===== src/rtl/uart_tx_arbiter_if.sv =====
// Handshake bundle between two byte requesters, the arbiter and a UART transmitter.
// The slave side is the arbiter; the master side drives requests and the tx_busy flag.
interface uart_tx_arbiter_if;
  logic        req0_valid;
  logic [7:0]  req0_data;
  logic        req0_ready;
  logic        req1_valid;
  logic [7:0]  req1_data;
  logic        req1_ready;
  logic        tx_busy;
  logic        tx_start;
  logic [7:0]  tx_data;
  logic        tx_owner;
  logic [13:0] byte_count;
  logic        timeout_err;

  modport slave (
    input  req0_valid, req0_data, req1_valid, req1_data, tx_busy,
    output req0_ready, req1_ready, tx_start, tx_data, tx_owner, byte_count, timeout_err
  );

  modport master (
    output req0_valid, req0_data, req1_valid, req1_data, tx_busy,
    input  req0_ready, req1_ready, tx_start, tx_data, tx_owner, byte_count, timeout_err
  );
endinterface


===== src/rtl/uart_tx_arbiter.sv =====
// Round-robin arbiter feeding bytes from two requesters into a single UART transmitter,
// with a watchdog on the transmitter's busy response and a completed-frame counter.
module uart_tx_arbiter #(
  parameter int unsigned BUSY_TIMEOUT = 16
) (
  input  logic               clk,
  input  logic               nrst,
  uart_tx_arbiter_if.slave   bus
);

  typedef enum logic [1:0] {IDLE, START, WAIT_BUSY, WAIT_DONE} state_t;

  localparam logic [7:0] CNT_LAST = 8'(BUSY_TIMEOUT - 1);

  state_t      state;
  logic [7:0]  cnt;
  logic        last_grant;
  logic        tx_start_q;
  logic [7:0]  tx_data_q;
  logic        tx_owner_q;
  logic [13:0] byte_count_q;
  logic        timeout_q;

  logic        can_accept;
  logic        sel;
  logic        rdy0;
  logic        rdy1;

  // The cycle carrying the timeout pulse is held off from accepting so the two never coincide.
  always_comb begin
    can_accept = nrst && (state == IDLE) && !bus.tx_busy && !timeout_q;
    sel        = (bus.req0_valid && bus.req1_valid) ? ~last_grant : bus.req1_valid;
    rdy0       = can_accept && bus.req0_valid && !sel;
    rdy1       = can_accept && bus.req1_valid && sel;
  end

  // cnt counts cycles since tx_start, so the pulse lands BUSY_TIMEOUT cycles after it.
  always_ff @(posedge clk or negedge nrst) begin
    if (!nrst) begin
      state        <= IDLE;
      cnt          <= '0;
      last_grant   <= 1'b1;
      tx_start_q   <= 1'b0;
      tx_data_q    <= '0;
      tx_owner_q   <= 1'b0;
      byte_count_q <= '0;
      timeout_q    <= 1'b0;
    end else begin
      tx_start_q <= 1'b0;
      timeout_q  <= 1'b0;
      case (state)
        IDLE: begin
          if (rdy0 || rdy1) begin
            tx_data_q  <= rdy1 ? bus.req1_data : bus.req0_data;
            tx_owner_q <= rdy1;
            last_grant <= rdy1;
            cnt        <= '0;
            tx_start_q <= 1'b1;
            state      <= START;
          end
        end
        START: begin
          cnt   <= cnt + 8'd1;
          state <= WAIT_BUSY;
        end
        WAIT_BUSY: begin
          if (bus.tx_busy) begin
            state <= WAIT_DONE;
          end else if (cnt == CNT_LAST) begin
            timeout_q <= 1'b1;
            state     <= IDLE;
          end else begin
            cnt <= cnt + 8'd1;
          end
        end
        WAIT_DONE: begin
          if (!bus.tx_busy) begin
            byte_count_q <= byte_count_q + 14'd1;
            state        <= IDLE;
          end
        end
        default: state <= IDLE;
      endcase
    end
  end

  assign bus.req0_ready  = rdy0;
  assign bus.req1_ready  = rdy1;
  assign bus.tx_start    = tx_start_q;
  assign bus.tx_data     = tx_data_q;
  assign bus.tx_owner    = tx_owner_q;
  assign bus.byte_count  = byte_count_q;
  assign bus.timeout_err = timeout_q;

endmodule


===== src/flat_wrapper.sv =====
// flat-port wrapper written by rule: the top's interface ports become plain ports
module uart_tx_arbiter_flat 
#(
  parameter int unsigned BUSY_TIMEOUT = 16
)
  (clk, nrst, bus_req0_valid, bus_req0_data, bus_req1_valid, bus_req1_data, bus_tx_busy, bus_req0_ready, bus_req1_ready, bus_tx_start, bus_tx_data, bus_tx_owner, bus_byte_count, bus_timeout_err);
  uart_tx_arbiter_if bus_i ();
  input  logic clk;
  input  logic nrst;
  input wire logic [$bits(bus_i.req0_valid)-1:0] bus_req0_valid;
  input wire logic [$bits(bus_i.req0_data)-1:0] bus_req0_data;
  input wire logic [$bits(bus_i.req1_valid)-1:0] bus_req1_valid;
  input wire logic [$bits(bus_i.req1_data)-1:0] bus_req1_data;
  input wire logic [$bits(bus_i.tx_busy)-1:0] bus_tx_busy;
  output wire logic [$bits(bus_i.req0_ready)-1:0] bus_req0_ready;
  output wire logic [$bits(bus_i.req1_ready)-1:0] bus_req1_ready;
  output wire logic [$bits(bus_i.tx_start)-1:0] bus_tx_start;
  output wire logic [$bits(bus_i.tx_data)-1:0] bus_tx_data;
  output wire logic [$bits(bus_i.tx_owner)-1:0] bus_tx_owner;
  output wire logic [$bits(bus_i.byte_count)-1:0] bus_byte_count;
  output wire logic [$bits(bus_i.timeout_err)-1:0] bus_timeout_err;
  assign bus_i.req0_valid = bus_req0_valid;
  assign bus_i.req0_data = bus_req0_data;
  assign bus_i.req1_valid = bus_req1_valid;
  assign bus_i.req1_data = bus_req1_data;
  assign bus_i.tx_busy = bus_tx_busy;
  assign bus_req0_ready = bus_i.req0_ready;
  assign bus_req1_ready = bus_i.req1_ready;
  assign bus_tx_start = bus_i.tx_start;
  assign bus_tx_data = bus_i.tx_data;
  assign bus_tx_owner = bus_i.tx_owner;
  assign bus_byte_count = bus_i.byte_count;
  assign bus_timeout_err = bus_i.timeout_err;
  uart_tx_arbiter #(.BUSY_TIMEOUT(BUSY_TIMEOUT)) u_core (.clk(clk), .nrst(nrst), .bus(bus_i));
endmodule

===== config.mk =====
export PLATFORM = sky130hd
export DESIGN_NAME = uart_tx_arbiter_flat
export DESIGN_NICKNAME = d
export VERILOG_FILES = /design/src/rtl/uart_tx_arbiter_if.sv /design/src/rtl/uart_tx_arbiter.sv /design/src/flat_wrapper.sv
export SDC_FILE = /design/constraint.sdc
export NUM_CORES = 1
export LEC_CHECK = 0
export CORE_MARGIN = 2
export CORE_UTILIZATION = 52
export DETAILED_ROUTE_END_ITERATION = 8
export GPL_ROUTABILITY_DRIVEN = 0
export PLACE_DENSITY_LB_ADDON = 0.25
export SLEW_MARGIN = 20
export SYNTH_ARGS = -nofsm -noshare
export SYNTH_HDL_FRONTEND = slang
export SYNTH_SLANG_ARGS = --single-unit
export TNS_END_PERCENT = 1

===== constraint.sdc =====
create_clock -name clk -period 3.7 [get_ports clk]
set_input_delay 0.555 -clock clk [delete_from_list [all_inputs] [get_ports clk]]
set_output_delay 0.555 -clock clk [all_outputs]
set_load 0.02 [all_outputs]

# After elaboration in Yosys (flattened, before gate mapping)
# Cells that the tools add are included.
[word_totals]
regBits = 36
wordCells = 55
[classes]
addsub = 2
n_eq_ne = 9
n_mux = 16
bitwise = 2
n_reduce_logical = 18
[ops]
columns = ["operator", "count"]
rows = [
  ["8-bit two-way mux", 4],
  ["8-bit one-hot mux with 3 select lines", 1],
  ["14-bit by 1-bit adder with 14-bit output, second input constant", 1],
  ["8-bit by 1-bit adder with 8-bit output, second input constant", 1],
  ["8-bit by 4-bit == test with 1-bit output, second input constant", 1],
  ["1-bit logical AND", 8],
  ["2-bit two-way mux", 4],
  ["2-bit != test, second input constant", 4],
  ["2-bit one-hot mux with 4 select lines", 1],
  ["1-bit two-way mux", 6],
  ["2-bit == test, second input constant", 2],
  ["2-bit AND reduction", 2],
  ["4-bit AND reduction", 1],
  ["1-bit logical NOT", 3],
  ["3-bit by 2-bit != test with 1-bit output, second input constant", 1],
  ["3-bit AND reduction", 1],
  ["3-bit nonzero test", 1],
  ["2-bit by 1-bit == test with 1-bit output, second input constant", 1],
  ["2-bit logical NOT", 1],
  ["1-bit inverter", 2],
  ["1-bit logical OR", 1],
]

# Depth between registers and ports, before layout
[depth]
depth_word = 9
mapped_depth = 7
depth_no_buf = 6

# Worst setup path before layout
# OpenSTA, ideal clock, no wires.
[synth_timing]
path_type = "reg-to-output"
startpoint = "register u_core.state[0]"
endpoint = "output port bus_req1_ready"
arrival_time_ps = 1406
t_required_ps = 3145
path_slack_ps = 1739
path_stages_with_launch = 7
path_cell_list = "dfrtp_1 inv_1 ha_1 and4bb_2 nand3_1 buf_4 inv_1"
[synth_between]
elab_chain_cells = 6
[synth_lines]
columns = ["element", "line", "source"]
rows = [
  ["start, declared", "uart_tx_arbiter.sv:15", "state_t state;"],
  ["start signal, assigned", "uart_tx_arbiter.sv:40", "state <= IDLE;"],
  ["start signal, assigned", "uart_tx_arbiter.sv:59", "state <= START;"],
  ["start signal, assigned", "uart_tx_arbiter.sv:64", "state <= WAIT_BUSY;"],
  ["2-bit logical NOT", "uart_tx_arbiter.sv:31", "can_accept = nrst && (state == IDLE) && !bus.tx_busy && !timeout_q;"],
  ["1-bit logical AND (3 in a row)", "uart_tx_arbiter.sv:31", ""],
  ["1-bit logical AND (2 in a row)", "uart_tx_arbiter.sv:34", "rdy1 = can_accept && bus.req1_valid && sel;"],
  ["end, declared", "flat_wrapper.sv:16", "output wire logic [$bits(bus_i.req1_ready)-1:0] bus_req1_ready;"],
]
# No other way between the ends.

# Worst setup path after layout
# Same ends and word-level chain as after synthesis.

==> reports/metrics.yaml <==
outcome: "complete, no violations"
crit_type: "register to output pin"
postPlaceCellArea_um2: 2362
finalHoldViolations: 0
seqCellArea_um2: 902.1
synth_cell_types: 40
end_kind: "output pin"
cts_max_path_buffers: 2
diodes: 0
synthAdderAreaFrac_pct: 4.749
post-dp-hpwl_um: 3134
ant_nets: 0
dp_cells: 271
arrival_ns: 2.40
start_kind: "register"
cts_hold_buffers: 0
worst_hold_path_type: "register to register"
holdWs_ns: 0.4964
ir_drop_mv: 0.4553
synth_top_family_by_area: "simple AND/OR/NAND/NOR gates"
synthTopCellsByArea: "dfrtp_1 47%, mux2i_1 6.0%, ha_1 4.7%, xnor2_1 4.7%, nand2_1 4.5%"
p_leak_nw: 1.123
cp.buffers_inverters: 4
synthMuxAreaShare_pct: 5.970
routedWlPerCell_um: 14.46
cts.repair.resized: 0
clk_latency_ns: 0.34
via_per_inst: 5.412
clock_sinks: 36
cts_root_buffer: "clkbuf_4"
critPathMaxFanout: 11
grt_usage_pct: 23.06
multi_input_area_um2: 883.3
syn2layout_area_growth_pct: 32.23
path_cells: "inv_1, ha_1, and4bb_2, nand3_1, buf_4, inv_1, clkdlybuf4s50_1"
cp.required_ns: 3.14
slew_violations: 0
ys_seq_area_share_pct: 48.91
portBuffers: 47
tightest_slew_ns: 0.4585
post-cts-setup-buffer-count: 0
fin_cells: 279
grt_pass1_vias: 1548
ys_warn_count: 0
max_cap_viol_count: 0
synthSimpleGateAreaFrac_pct: 20.56
drt-total-wl_um: 4034
finalCritPeriodShare_pct: 79.96
total_power_mw: 1.603
netlist_instances: 180
cts_tree: "yes"
vias: 1510
tns_ns: 0
final_cell_mix: "47 x clkdlybuf4s50_1, 35 x dfrtp_1, 22 x nand2_1, 13 x nand3_1, 12 x nor2_1"
grt_max_degree: 38
core-area_um2: 3363
synth-seq-cells: 36
cp_slowest_stage_delay_ns: 0.59
die_y_um: 63.56
synthDominantCellAreaShare_pct: 47.49
die_area_um2: 4039
dp_slack_ns: 0.7785
fill_cells: 271
numCtsBuffers: 5
fin_skew_ns: 0.01123
fin_nets: 260
utilization_pct: 72.51
synth_area_um2: 1844
dr.pass1.iters: 4
antenna_found_initial: 0
syn-num-nets: 208
max_freq_mhz: 338.0
htreeDepth: 2
power.density_nw_per_um2: 657.4
drt_iter0_drc: 108
fin_ws_ns: 0.7415
syn_avg_cell_area_um2: 10.25
relSlewSlack_pct: 69.20
fin_crit_ns: 2.959
fin_area_um2: 2439
cp_common_cell: "inv_1"
cp_top_family: "buffers and inverters"
synth_compound_area_share_pct: 10.45
initial_core_util_pct: 54.84
overflow: 0
grt_pass1_wl_um: 7196
drive_gt1_share_pct: 7.296
grt_setup_unrepaired: "no"
clk_pin_slew_worst_paths_ns: 0.11
drc: 0
synth_xor_area_share_pct: 6.174
rows: 21
yosysTopAreaCell: "dfrtp_1"
final_common_cell: "clkdlybuf4s50_1"
die_w_um: 63.56
setup_violations: 0
io_pins: 48
crit_slowest_cell: "clkdlybuf4s50_1"
## power by group
part / total, mW / internal, mW / switching [mW]
combinational: 0.739 / 0.339 / 0.400
clock: 0.270 / 0.142 / 0.129
sequential: 0.594 / 0.502 / 0.0921
total: 1.60 / 0.982 / 0.621
## metal layers
layer / part of all wire (%) / up-vias / global-route usage (%)
met2: 54 / 43 / 42.37
met4: 1.3 / 0 / 7.880
met1: 40 / 723 / 26.55
met3: 4.6 / 5 / 4.464
met5: 0 / - / 0
li1: - / 739 / -
## final timing paths
| kind | from | to | slack [ns] | depth (start not counted) |
|---|---|---|---|---|
| min | u_core.bus.byte_count[13] | u_core.bus.byte_count[13] | 0.50 | 1 |
| max in group asynchronous | nrst | u_core.last_grant | 2.63 | 2 |
| max | u_core.state[0] | bus_req1_ready | 0.74 | 7 |
| min reg2reg | u_core.bus.byte_count[13] | u_core.bus.byte_count[13] | 0.50 | 1 |
| min in group asynchronous | nrst | u_core.bus.byte_count[8] | 0.73 | 2 |
| max reg2reg | u_core.state[0] | u_core.cnt[4] | 1.65 | 6 |
## worst reg2reg max path, delay by kind of cell (launching register included)
family                   cells  cell delay, ns
AND/OR/NAND/NOR              2            0.65
AO/OA/AOI/OAI                2            0.48
flip-flops                   1            0.44
adder cells (fa/ha/maj)      1            0.23
buffers and inverters        1            0.15
## sequential cells by signal (all words and copies together) (netlist names)
register and count:
u_core.bus.timeout_err 1, u_core.bus.tx_owner 1, u_core.bus.byte_count 14, u_core.state 2, u_core.bus.tx_start 1, u_core.cnt 8
u_core.last_grant 1, u_core.bus.tx_data 8
## cells in the mapped netlist
master / count
buf_4: 1
nand2_1: 22
and4b_1: 1
dfstp_2: 1
o211ai_1: 1
or3b_4: 1
ha_1: 7
nand4_1: 3
dfrtp_1: 35
a21boi_2: 1
and3_1: 4
inv_1: 7
xnor2_1: 10
nand2b_1: 4
a32o_1: 3
and2b_1: 1
nor4b_1: 1
o2111ai_1: 1
a32o_2: 1
or3_1: 1
a21oi_1: 9
xor2_1: 3
a2bb2oi_1: 1
o21ai_0: 5
o221ai_1: 1
nand3_1: 13
nor4_1: 1
and2_1: 1
or2_2: 1
and4bb_2: 1
o21bai_1: 1
clkbuf_1: 1
nor3_1: 6
o22ai_4: 1
nor2b_1: 2
buf_6: 1
o2bb2ai_1: 1
mux2i_1: 11
nor2_1: 12
buf_2: 2
## logic make-up after synthesis
logic type | after synthesis
simple gates | 75
fa+ha+maj | 7
compound gates | 26
mux | 11
flops | 36
buf+inv | 12
xor+xnor | 13
## cell type report
cell class                 count  share of cell area, %
clock buffer                   6                  1.693
inverter                       7                  1.077
sequential                    36                  36.99
tap                           46                  2.360
timing repair buffer          50                  20.22
clock inverter                 2                  1.437
multi-input combinational    132                  36.22
Power figures use the tool's default switching activity.
